[config.mk]
export PLATFORM = sky130hd
export DESIGN_NAME = move_command_ir_transmitter
export DESIGN_NICKNAME = d
export VERILOG_FILES = /design/src/rtl/move_command_ir_transmitter.sv
export SDC_FILE = /design/constraint.sdc
export NUM_CORES = 1
export LEC_CHECK = 0
export BUFFER_PORTS_ARGS = -buffer_cell sky130_fd_sc_hd__buf_2
export CORE_MARGIN = 2
export CORE_UTILIZATION = 55
export CTS_CLUSTER_SIZE = 40
export DETAILED_ROUTE_END_ITERATION = 7
export HOLD_SLACK_MARGIN = 0.1
export PLACE_DENSITY_LB_ADDON = 0.05
export SKIP_LAST_GASP = 1
export SYNTH_ARGS = -nofsm -noshare
export SYNTH_HDL_FRONTEND = slang
export SYNTH_SLANG_ARGS = --single-unit
[constraint.sdc]
create_clock -name clock -period 6.53 [get_ports clock]
set_input_delay 0.653 -clock clock [delete_from_list [all_inputs] [get_ports clock]]
set_output_delay 0.653 -clock clock [all_outputs]
set_load 0.01 [all_outputs]
[src/rtl/move_command_ir_transmitter.sv]
// Move-command IR transmitter.
// Latches a 12-bit move command and sends it REPEATS times as a pulse-width-coded
// IR frame: a start burst, then a gap and a burst for each of the 12 bits (LSB first),
// then a long frame gap. Bursts are modulated by a square-wave carrier.
module move_command_ir_transmitter #(
  parameter int unsigned UNIT_CYCLES         = 16200,
  parameter int unsigned CARRIER_HALF_PERIOD = 338,
  parameter int unsigned START_UNITS         = 4,
  parameter int unsigned ONE_UNITS           = 2,
  parameter int unsigned ZERO_UNITS          = 1,
  parameter int unsigned GAP_UNITS           = 1,
  parameter int unsigned FRAME_GAP_UNITS     = 75,
  parameter int unsigned REPEATS             = 3
) (
  input  logic        clock,
  input  logic        reset,
  input  logic        move_ready,
  input  logic [11:0] move_command,
  output logic        ir_out,
  output logic        envelope,
  output logic        busy,
  output logic        transmit_done,
  output logic        command_dropped,
  output logic [2:0]  state
);

  localparam int unsigned StartLen    = START_UNITS * UNIT_CYCLES;
  localparam int unsigned OneLen      = ONE_UNITS * UNIT_CYCLES;
  localparam int unsigned ZeroLen     = ZERO_UNITS * UNIT_CYCLES;
  localparam int unsigned GapLen      = GAP_UNITS * UNIT_CYCLES;
  localparam int unsigned FrameGapLen = FRAME_GAP_UNITS * UNIT_CYCLES;

  // The counter must hold the longest interval minus one.
  localparam int unsigned MaxA   = (StartLen > OneLen) ? StartLen : OneLen;
  localparam int unsigned MaxB   = (ZeroLen > GapLen) ? ZeroLen : GapLen;
  localparam int unsigned MaxC   = (MaxA > MaxB) ? MaxA : MaxB;
  localparam int unsigned MaxLen = (MaxC > FrameGapLen) ? MaxC : FrameGapLen;
  localparam int unsigned CntW   = (MaxLen > 1) ? $clog2(MaxLen) : 1;

  localparam int unsigned PhW  = (CARRIER_HALF_PERIOD > 1) ? $clog2(CARRIER_HALF_PERIOD) : 1;
  localparam int unsigned RepW = (REPEATS > 1) ? $clog2(REPEATS) : 1;

  // Counters load "length - 1" and count down to zero.
  localparam logic [CntW-1:0] StartLast    = CntW'(StartLen - 1);
  localparam logic [CntW-1:0] OneLast      = CntW'(OneLen - 1);
  localparam logic [CntW-1:0] ZeroLast     = CntW'(ZeroLen - 1);
  localparam logic [CntW-1:0] GapLast      = CntW'(GapLen - 1);
  localparam logic [CntW-1:0] FrameGapLast = CntW'(FrameGapLen - 1);
  localparam logic [PhW-1:0]  PhLast       = PhW'(CARRIER_HALF_PERIOD - 1);
  localparam logic [RepW-1:0] RepLast      = RepW'(REPEATS - 1);

  typedef enum logic [2:0] {
    StIdle       = 3'd0,
    StStartBurst = 3'd1,
    StBitGap     = 3'd2,
    StBitBurst   = 3'd3,
    StFrameGap   = 3'd4
  } state_e;

  state_e          state_q, state_d;
  logic [CntW-1:0] cnt_q, cnt_d;
  logic [3:0]      bit_idx_q, bit_idx_d;
  logic [RepW-1:0] rep_q, rep_d;
  logic [11:0]     cmd_q, cmd_d;
  logic            env_q, env_d;
  logic            busy_q, busy_d;
  logic            done_q, done_d;
  logic            drop_q, drop_d;
  logic            carrier_q, carrier_d;
  logic [PhW-1:0]  phase_q, phase_d;
  logic            ir_q, ir_d;

  // Frame sequencer: next state, interval counter, bit index and repeat count.
  always_comb begin
    state_d   = state_q;
    cnt_d     = cnt_q;
    bit_idx_d = bit_idx_q;
    rep_d     = rep_q;
    cmd_d     = cmd_q;
    done_d    = 1'b0;
    unique case (state_q)
      StIdle: begin
        if (move_ready) begin
          cmd_d     = move_command;
          bit_idx_d = 4'd0;
          rep_d     = '0;
          cnt_d     = StartLast;
          state_d   = StStartBurst;
        end
      end
      StStartBurst: begin
        if (cnt_q == '0) begin
          cnt_d   = GapLast;
          state_d = StBitGap;
        end else begin
          cnt_d = cnt_q - CntW'(1);
        end
      end
      StBitGap: begin
        if (cnt_q == '0) begin
          cnt_d   = cmd_q[bit_idx_q] ? OneLast : ZeroLast;
          state_d = StBitBurst;
        end else begin
          cnt_d = cnt_q - CntW'(1);
        end
      end
      StBitBurst: begin
        if (cnt_q == '0) begin
          if (bit_idx_q == 4'd11) begin
            cnt_d   = FrameGapLast;
            state_d = StFrameGap;
          end else begin
            bit_idx_d = bit_idx_q + 4'd1;
            cnt_d     = GapLast;
            state_d   = StBitGap;
          end
        end else begin
          cnt_d = cnt_q - CntW'(1);
        end
      end
      StFrameGap: begin
        if (cnt_q == '0) begin
          if (rep_q == RepLast) begin
            done_d  = 1'b1;
            state_d = StIdle;
          end else begin
            rep_d     = rep_q + RepW'(1);
            bit_idx_d = 4'd0;
            cnt_d     = StartLast;
            state_d   = StStartBurst;
          end
        end else begin
          cnt_d = cnt_q - CntW'(1);
        end
      end
      default: state_d = StIdle;
    endcase
  end

  // Registered status outputs follow the next state so they line up with state_q.
  always_comb begin
    env_d  = (state_d == StStartBurst) || (state_d == StBitBurst);
    busy_d = (state_d != StIdle);
    // A strobe while a transfer is in flight is discarded; flag it.
    drop_d = move_ready && (state_q != StIdle);
  end

  // Carrier: restart high on each rising envelope edge, else toggle every half period.
  always_comb begin
    carrier_d = carrier_q;
    phase_d   = phase_q;
    if (env_d && !env_q) begin
      carrier_d = 1'b1;
      phase_d   = '0;
    end else if (phase_q == PhLast) begin
      carrier_d = ~carrier_q;
      phase_d   = '0;
    end else begin
      phase_d = phase_q + PhW'(1);
    end
    ir_d = env_d & carrier_d;
  end

  // State and output registers with synchronous reset.
  always_ff @(posedge clock) begin
    if (reset) begin
      state_q   <= StIdle;
      cnt_q     <= '0;
      bit_idx_q <= 4'd0;
      rep_q     <= '0;
      cmd_q     <= 12'd0;
      env_q     <= 1'b0;
      busy_q    <= 1'b0;
      done_q    <= 1'b0;
      drop_q    <= 1'b0;
      carrier_q <= 1'b0;
      phase_q   <= '0;
      ir_q      <= 1'b0;
    end else begin
      state_q   <= state_d;
      cnt_q     <= cnt_d;
      bit_idx_q <= bit_idx_d;
      rep_q     <= rep_d;
      cmd_q     <= cmd_d;
      env_q     <= env_d;
      busy_q    <= busy_d;
      done_q    <= done_d;
      drop_q    <= drop_d;
      carrier_q <= carrier_d;
      phase_q   <= phase_d;
      ir_q      <= ir_d;
    end
  end

  assign ir_out          = ir_q;
  assign envelope        = env_q;
  assign busy            = busy_q;
  assign transmit_done   = done_q;
  assign command_dropped = drop_q;
  assign state           = state_q;

endmodule

Word level (Yosys, flattened, before mapping)

Index checks and enable logic that the tools add are counted.

Reduce and logical (&&, ||, !) cells: 17
Add/sub/neg operators: 4
Muxes and demuxes: 32
$lt $le $gt $ge: 1
Bitwise gates (word level): 4
Eq/ne operators: 15

Operators with widths:

| kind                                                                         | count |
|---|---|
| 21-bit two-way mux                                                           | 7 |
| 21-bit one-hot mux with 5 select lines                                       | 1 |
| 21-bit logical NOT                                                           | 1 |
| 21-bit by 1-bit subtractor with 21-bit output, second input constant         | 1 |
| 4-bit two-way mux                                                            | 5 |
| 3-bit two-way mux                                                            | 6 |
| 15-bit two-way mux                                                           | 1 |
| 3-bit one-hot mux with 5 select lines                                        | 1 |
| 4-bit one-hot mux with 3 select lines                                        | 1 |
| 2-bit inequality test, second input constant                                 | 5 |
| 9-bit by 1-bit adder with 9-bit output, second input constant                | 1 |
| 3-bit by 2-bit == test with 1-bit output, second input constant              | 3 |
| 9-bit == test, second input constant                                         | 1 |
| 3-bit nonzero test                                                           | 3 |
| 3-bit by 1-bit == test with 1-bit output, second input constant              | 2 |
| 2-bit two-way mux                                                            | 3 |
| 6-bit AND reduction                                                          | 1 |
| 3-bit OR reduction                                                           | 2 |
| 4-bit by 5-bit less-than comparator with 1-bit output, second input constant | 1 |
| 1-bit two-way mux                                                            | 5 |
| 5-bit nonzero test                                                           | 1 |
| 4-bit by 1-bit adder with 4-bit output, second input constant                | 1 |
| 1-bit binary-select mux with 4-bit select                                    | 1 |
| 4-bit == test, second input constant                                         | 1 |
| 15 further kinds                                                             | 18 |

Input bits: 15
Logic and storage cells: 85
Bits in registers: 57
Output and inout port bits: 8

Depth between registers and ports, before layout

Gate-level depths: netlist of run 1.

Depth in word-level cells: 9
Depth in mapped cells: 10
Gate-level depth less buffers: 8

Least setup slack after synthesis of run 1

No wires, ideal clock.

Path type: register to register
Start point: register cnt_q[0]
End point: register cnt_q[18]
Clock period less this slack: 2,151 ps
Required time: 6,395 ps
Arrival time: 2,016 ps
Slack: 4,379 ps
Path buffers: 0
Stages on the path, launching flop included: 9
Library setup time: 135 ps
Cells stage by stage: dfxtp_1 inv_1 ha_1 nor3b_1 nand2_1 or3_1 or3_1 o21ai_0 a311oi_1

Cells in the longest elaborated chain, start to end: 3
Elaborated cells on any way between the ends: 9
Classes of those cells: add/sub (1); eq/ne (1); mux (5); reduce/logical (2)

RTL lines:

| item                                                                                | line | text |
|---|---|---|
| start: declaration                                                                  | 61   | `logic [CntW-1:0] cnt_q, cnt_d;` |
| start signal: assignment                                                            | 181  | `cnt_q <= cnt_d;` |
| 21-bit by 1-bit subtractor with 21-bit output or 21-bit logical NOT (tied branches) | -    |  |
| 21-bit two-way mux, or another cell as far along                                    | 122  | `if (cnt_q == '0) begin` |
| 21-bit one-hot mux with 5 select lines or 3-bit AND reduction (tied branches)       | -    |  |

Parallel ways exist; a longest one is shown, timed or not.
A chain may end at the register's enable or synchronous reset.

Worst setup path in the final report of run 1

Start point: register state_q[2] (netlist: state[2])
End point: register cnt_q[18]

Cells in the longest elaborated chain, start to end: 3
Elaborated cells on any way between the ends: 10
Classes of those cells: eq/ne (6); mux (1); reduce/logical (3)

RTL lines:

| item                                                                 | line | text |
|---|---|---|
| start: declaration                                                   | 60   | `state_e state_q, state_d;` |
| start signal: assignment                                             | 167  | `state_q <= StIdle;` |
| start signal: assignment                                             | 180  | `state_q <= state_d;` |
| 3-bit == test, or another cell as far along                          | 81   | `unique case (state_q)` |
| 3-bit inequality test (no source line), or another cell as far along | -    |  |
| 3-bit AND reduction (no source line)                                 | -    |  |

Parallel ways exist; a longest one is shown, timed or not.

==> results.cfg, run 1 <==
[critical_path]
worstPathRequired_ns = 6.77
crit_path_start = state[2]$_SDFF_PP0_
regToRegStartpoint = state[2]$_SDFF_PP0_
startpoint_type = register
r2r_end = cnt_q[18]$_SDFFE_PP0P_
critPathKind = register to register
r2r_slack_ns = 3.88
cp-end-kind = register
crit_path_end = cnt_q[18]$_SDFFE_PP0P_
critPathMaxFanout = 23
worst-r2r-cell-count = 5
cp.arrival_ns = 2.89

[power]
leakage_nw = 1.26
power.density_nw_per_um2 = 258
peakVddDrop_uv = 155

[drt]
drtIter0Drc = 243
first_pass_iters = 5
drt-total-wl_mm = 7.75
vias_per_cell = 6.30
post_drt_wl_per_cell_microns = 16.6
postRouteAntennaNets = 0
route.vias.total = 2937
drc_errors = 0

[global_routing]
grt_max_degree = 41
grt_first_pass_wirelength_mm = 12.8
antenna_found_initial = 0
grt_pass1_vias = 2610
grt.overflow.total = 0
grt_usage_pct = 25.9

[placement]
numPlacedInstances = 450
portBuffers = 22
dpl_cell_area_sq_um = 3220
place.gp.congestion = 0.894
dp_hpwl_mm = 5.30

[clocking]
cts_buffers = 9
htree_levels = 3
insertion_delay_ns = 0.34
cts_tree = yes
cts_hold_buf = 0
cts_buffer_depth = 2
postCtsSetupBuffers = 0
clkSlewWorstSetupHoldPaths_ns = 0.06
cts_resized = 0
cts.sinks = 57
clk_root_buffer_cell = clkbuf_8

[sta]
period_minus_slack_ns = 2.65
setup_viol = 0
maxSlewViolCount = 0
rsz0062_at_grt = false
finClkSkew_ns = 0.00787
relSlewSlack_pct = 42.9
fin_tns_setup_ns = 0
worstMarginPinSlew_ns = 0.851
clock.fmax_mhz = 377
timing.final.crit_share_pct = 40.7
hold_violations = 0

[synthesis]
syn_area_per_cell_sq_um = 8.39
syn_area_sq_um = 3170
yosys_warnings = 0
synth_edf_count = 0
yosysUniqueCellTypes = 69
netlist_top_cells_area = dfxtp_1 (36%), nand2_1 (5.8%), a21oi_1 (5.1%)
ys_async_sr_fraction_pct = 0
synth_nets = 399
syn_inst = 378
ys_ff_latch = 57
synth_top_area_share_pct = 36.0
synthFlopType = dfxtp_1
seq_area_frac_synth_pct = 36.0
yosys.area.top_type = dfxtp_1

[layout]
fin_cells = 466
area_delta_synth_final_pct = 8.05
fin_area_sq_um = 3430
multiInputGateArea_sq_um = 1840
area.sequential_sq_um = 1140
n_antenna_cell = 0
drive_gt1_share_pct = 15.2
fillers = 509
final_nets = 410

[worst_hold_path]
min_path_type = register to register
min_from = cmd_q[4]$_SDFFE_PP0P_

[floorplanning]
core_sq_um = 5540
rows = 27
io_pins = 23
die-area_sq_um = 6390
die_y_microns = 79.9
initial_core_util_pct = 57.2
die_x_microns = 79.9

[outcome]
status = complete, no violations

[run]
maxCapViolCount = 0
[power breakdown]
| group | switching, mW | internal [mW] |
|---|---|---|
| clock | 0.134 | 0.215 |
| combinational | 0.0872 | 0.0536 |
| sequential | 0.0270 | 0.368 |
| total | 0.248 | 0.637 |
[layer usage]
metal / GRT usage [%] / part of all wire, % / up-vias
met5: 0 / 0 / -
met4: 8.47 / 1.3 / 0
met3: 6.79 / 6.8 / 10
met2: 38.1 / 44 / 120
met1: 36.7 / 48 / 1392
li1: - / - / 1415
[cells by family (layout without fill, tap and decap cells)]
logic type               count (synthesis)  count (layout)  synth area share [%]
AND/OR/NAND/NOR                        159             159                  27.3
buffers and inverters                   33              49                  6.00
AO/OA/AOI/OAI                          106             106                  22.7
flip-flops                              57              57                  36.0
multiplexers                             4               4                  2.05
adder cells (fa/ha/maj)                  6               6                  2.37
XOR/XNOR                                13              13                  3.59
[registers in the layout, summed over array words and instances, names as in the netlist]
signal / count
state: 3
carrier_q: 1
cmd_q: 12
cnt_q: 21
transmit_done: 1
rep_q: 2
busy: 1
phase_q: 9
envelope: 1
bit_idx_q: 4
ir_out: 1
command_dropped: 1
[synth_stat cells (9+ instances only)]
library cell and number:
clkbuf_1 10, nand4_1 10, inv_1 11, dfxtp_1 57, o21ai_0 13, nand2_1 49, xor2_1 10, a31oi_1 11
nor2_1 31, a21oi_1 32, nor3_1 11, nand3_1 9
[metrics by stage]
| stage | power (mW) | setup slack [ns] | util, % | hold WS, ns |
|---|---|---|---|---|
| after detailed placement | 0.540 | 3.96 | 58.2 | 0.449 |
| after floorplan | 0.506 | 4.38 | - | 0.433 |
| after global placement | 0.537 | 4.04 | 58.2 | 0.440 |
| final | 0.885 | 3.88 | 61.8 | 0.455 |
| after CTS | 0.888 | 3.95 | 61.8 | 0.458 |
| after global routing | 0.927 | 3.72 | 61.8 | 0.476 |
[how the worst min path moves through the flow]
stage / slack [ns] / to / depth (start not counted)
detailed placement: 0.45 / cmd_q[4]$_SDFFE_PP0P_ / 2
CTS: 0.46 / cmd_q[4]$_SDFFE_PP0P_ / 2
global route: 0.48 / cmd_q[4]$_SDFFE_PP0P_ / 2
global placement: 0.44 / cmd_q[9]$_SDFFE_PP0P_ / 2
finish: 0.45 / cmd_q[4]$_SDFFE_PP0P_ / 2
floorplan: 0.43 / cmd_q[10]$_SDFFE_PP0P_ / 2
[final cells by class]
cell class | count | area share, %
Clock buffer | 13 | 4.05
Multi-Input combinational cell | 288 | 53.7
Sequential cell | 57 | 33.3
Timing Repair Buffer | 22 | 3.21
Inverter | 11 | 1.21
Tap cell | 72 | 2.63
Clock inverter | 3 | 1.90
[critical path, cell delays in order (launching register included)]
cell and delay, ns:
dfxtp_1 0.79, nor3b_1 0.46, or2_2 0.20, a21boi_2 0.61, o21ai_0 0.21, a311oi_1 0.29
[placed cells by master (no fill, tap or decap), drive strengths merged, types with 5 or more instances in the layout]
cell    instances
a211oi          6
a21oi          33
a311oi          7
a31oi          11
buf            22
clkbuf         13
dfxtp          57
ha              6
inv            11
nand2          51
nand2b          5
nand3           9
nand4          10
nor2           31
nor3           13
nor3b           5
nor4            9
o211a           5
o21ai          19
or3             5
xor2           10
(Power assumes the default switching activity.)
==> inputs of run 2 (changes only) <==
--- a/config.mk
+++ b/config.mk
@@ -5,6 +5,7 @@
 export SDC_FILE = /design/constraint.sdc
 export NUM_CORES = 1
 export LEC_CHECK = 0
+export ABC_AREA = 1
 export BUFFER_PORTS_ARGS = -buffer_cell sky130_fd_sc_hd__buf_2
 export CORE_MARGIN = 2
 export CORE_UTILIZATION = 55
==> constraint.sdc (replaced) <==
create_clock -name clock -period 2.7 [get_ports clock]
set_input_delay 0.27 -clock clock [delete_from_list [all_inputs] [get_ports clock]]
set_output_delay 0.27 -clock clock [all_outputs]
set_load 0.01 [all_outputs]
==> run 2 against run 1 <==
Hold slack got worse by 0.31 ns; wire length increased by 0.62%; register-to-register slack got worse by 3.4 ns; final area increased by 7.5%; maximum frequency increased by 21%; first-iteration DRC count decreased by 19%; critical path type unchanged; count of clock-buffer cells in the layout decreased by 2; critical path depth increased by 4; clock skew about the same; clock power increased by 100%.
==> results.cfg, run 2 <==
[critical_path]
critPathKind = register to register
critPathMostFrequentCell = nand2_1
slowest_delay_ns = 0.68
crit_chain = nor2_2 > inv_2 > nor2_1 > nand2_1 > nand2_1 > nor2_1 > nand2_2 > nand2_1 > nor3b_1
crit_path_start = state[1]$_SDFF_PP0_
cp.arrival_ns = 2.43
startpoint_type = register
cp-end-kind = register
worstPathRequired_ns = 2.93
slowest_stage = nor2_1
regToRegStartpoint = state[1]$_SDFF_PP0_
critPathMaxFanout = 11

[drt]
postRouteAntennaNets = 0
drtIter0Drc = 197
route.vias.total = 3130
first_pass_iters = 4
drt-total-wl_mm = 7.79
vias_per_cell = 5.18
post_drt_wl_per_cell_microns = 12.9
drc_errors = 0

[clocking]
clk_root_buffer_cell = clkbuf_8
cts_hold_buf = 0
clkSlewWorstSetupHoldPaths_ns = 0.07
cts_buffer_depth = 2
cts.sinks = 57
htree_levels = 3
insertion_delay_ns = 0.34
cts_buffers = 9
cts_resized = 0
postCtsSetupBuffers = 0
cts_tree = yes

[layout]
final_util_pct = 62.2
final_nets = 545
n_antenna_cell = 0
regMostFlops = cnt_q
largest_reg_flops = 21
area_delta_synth_final_pct = 9.53
drive_gt1_share_pct = 14.9
biggestRegsByFlops = cnt_q (21), cmd_q (12), phase_q (9)
layout_commonest_cell = nand2_1
final_cell_mix = nand2_1 (110), inv_1 (71), nor2_1 (64)

[synthesis]
syn_area_per_cell_sq_um = 6.71
synth_nets = 522
netlist_top_cells_area = dfxtp_1 (34%), nand2_1 (12%), inv_1 (7.9%)
yosysMostFrequentCell = nand2_1
synthTopCellsByCount = nand2_1 (110), inv_1 (71), nor2_1 (64)
synth_top_area_share_pct = 34.0
seq_area_frac_synth_pct = 34.0
ys_async_sr_fraction_pct = 0
syn_area_sq_um = 3360
yosys.area.top_type = dfxtp_1
syn_inst = 501
synthFlopType = dfxtp_1
yosys_warnings = 0
ys_ff_latch = 57
synth_edf_count = 0
yosysUniqueCellTypes = 39

[floorplanning]
die_y_microns = 82.2
initial_core_util_pct = 56.8
io_pins = 23
core_sq_um = 5920
die-area_sq_um = 6750
rows = 28
die_x_microns = 82.2

[power]
leakage_nw = 1.76
peakVddDrop_uv = 302
power.density_nw_per_um2 = 572

[global_routing]
grt_max_degree = 28
grt_usage_pct = 25.3
antenna_found_initial = 0
grt_first_pass_wirelength_mm = 13.0
grt_pass1_vias = 2917
grt.overflow.total = 0

[worst_hold_path]
min_path_type = primary input to register
min_from = move_command[11]

[sta]
finClkSkew_ns = 0.00807
hold_violations = 0
rsz0062_at_grt = false
relSlewSlack_pct = 43.1
clock.fmax_mhz = 455
worstMarginPinSlew_ns = 0.850
period_minus_slack_ns = 2.20
maxSlewViolCount = 0
fin_tns_setup_ns = 0
timing.final.crit_share_pct = 81.3
setup_viol = 0

[run]
maxCapViolCount = 0

[placement]
place.gp.congestion = 0.954
portBuffers = 22
dp_hpwl_mm = 5.75

[outcome]
status = complete, no violations
## run 2: changes by cell type in the layout (fill, tap and decap cells not counted), moves of 11 or more
cell,previous run,this run
nor2_2,0,14
a31oi_1,11,0
nand2_1,49,110
nor2_1,31,64
inv_1,11,71
nand3_1,9,45
o21ai_0,13,24
## run 2: cell type report
type	count	area, sq um
Sequential cell	57	1140
Clock buffer	11	141
Clock inverter	5	31.3
Fill cell	596	2240
Timing Repair Buffer	23	118
Multi-Input combinational cell	357	1870
Inverter	76	288
Tap cell	75	93.8
## run 2: per-layer routing
metal	vias up	part of all wire (%)	GRT usage, %
met2	67	47	42.4
met4	0	1.6	8.67
li1	1621	-	-
met3	13	5.7	6.30
met1	1429	46	31.5
met5	-	0	0
## run 2: logic make-up after synthesis
group	share of synthesized area [%]
AO/OA/AOI/OAI	9.42
AND/OR/NAND/NOR	39.5
buffers and inverters	10.5
XOR/XNOR	4.43
flip-flops	34.0
adder cells (fa/ha/maj)	2.23
## run 2: final timing paths
| check | endpoint | slack [ns] | depth (start not counted) |
|---|---|---|---|
| setup / recovery | cnt_q[19]$_SDFFE_PP0P_ | 0.50 | 9 |
| hold / removal | cmd_q[11]$_SDFFE_PP0P_ | 0.14 | 3 |
| setup reg to reg | cnt_q[19]$_SDFFE_PP0P_ | 0.50 | 9 |
| hold reg to reg | cmd_q[3]$_SDFFE_PP0P_ | 0.45 | 2 |
## run 2: power by group
group | total, mW | leakage (nW) | internal, mW | switching [mW]
clock | 0.704 | 0.0891 | 0.354 | 0.350
combinational | 0.453 | 1.21 | 0.154 | 0.299
sequential | 0.948 | 0.468 | 0.900 | 0.0474
## run 2: critical path: cells and delay by family, from the launching register on
family,cells,cell delay (ns)
simple gates,8,1.50
flops,1,0.48
buf+inv,1,0.11
## run 2: per-stage QoR
| step | area, sq um | setup WS [ns] | hold slack (ns) | cells | power, mW |
|---|---|---|---|---|---|
| final | 3680 | 0.505 | 0.142 | 604 | 2.10 |
| after CTS | 3680 | 0.530 | 0.139 | 604 | 2.12 |
| after floorplan | 3360 | 1.05 | 0.405 | 501 | 1.32 |
| after global placement | 3510 | 0.564 | 0.440 | 588 | 1.41 |
| after detailed placement | 3510 | 0.552 | 0.446 | 588 | 1.41 |
| after global routing | 3680 | 0.326 | 0.161 | 604 | 2.22 |
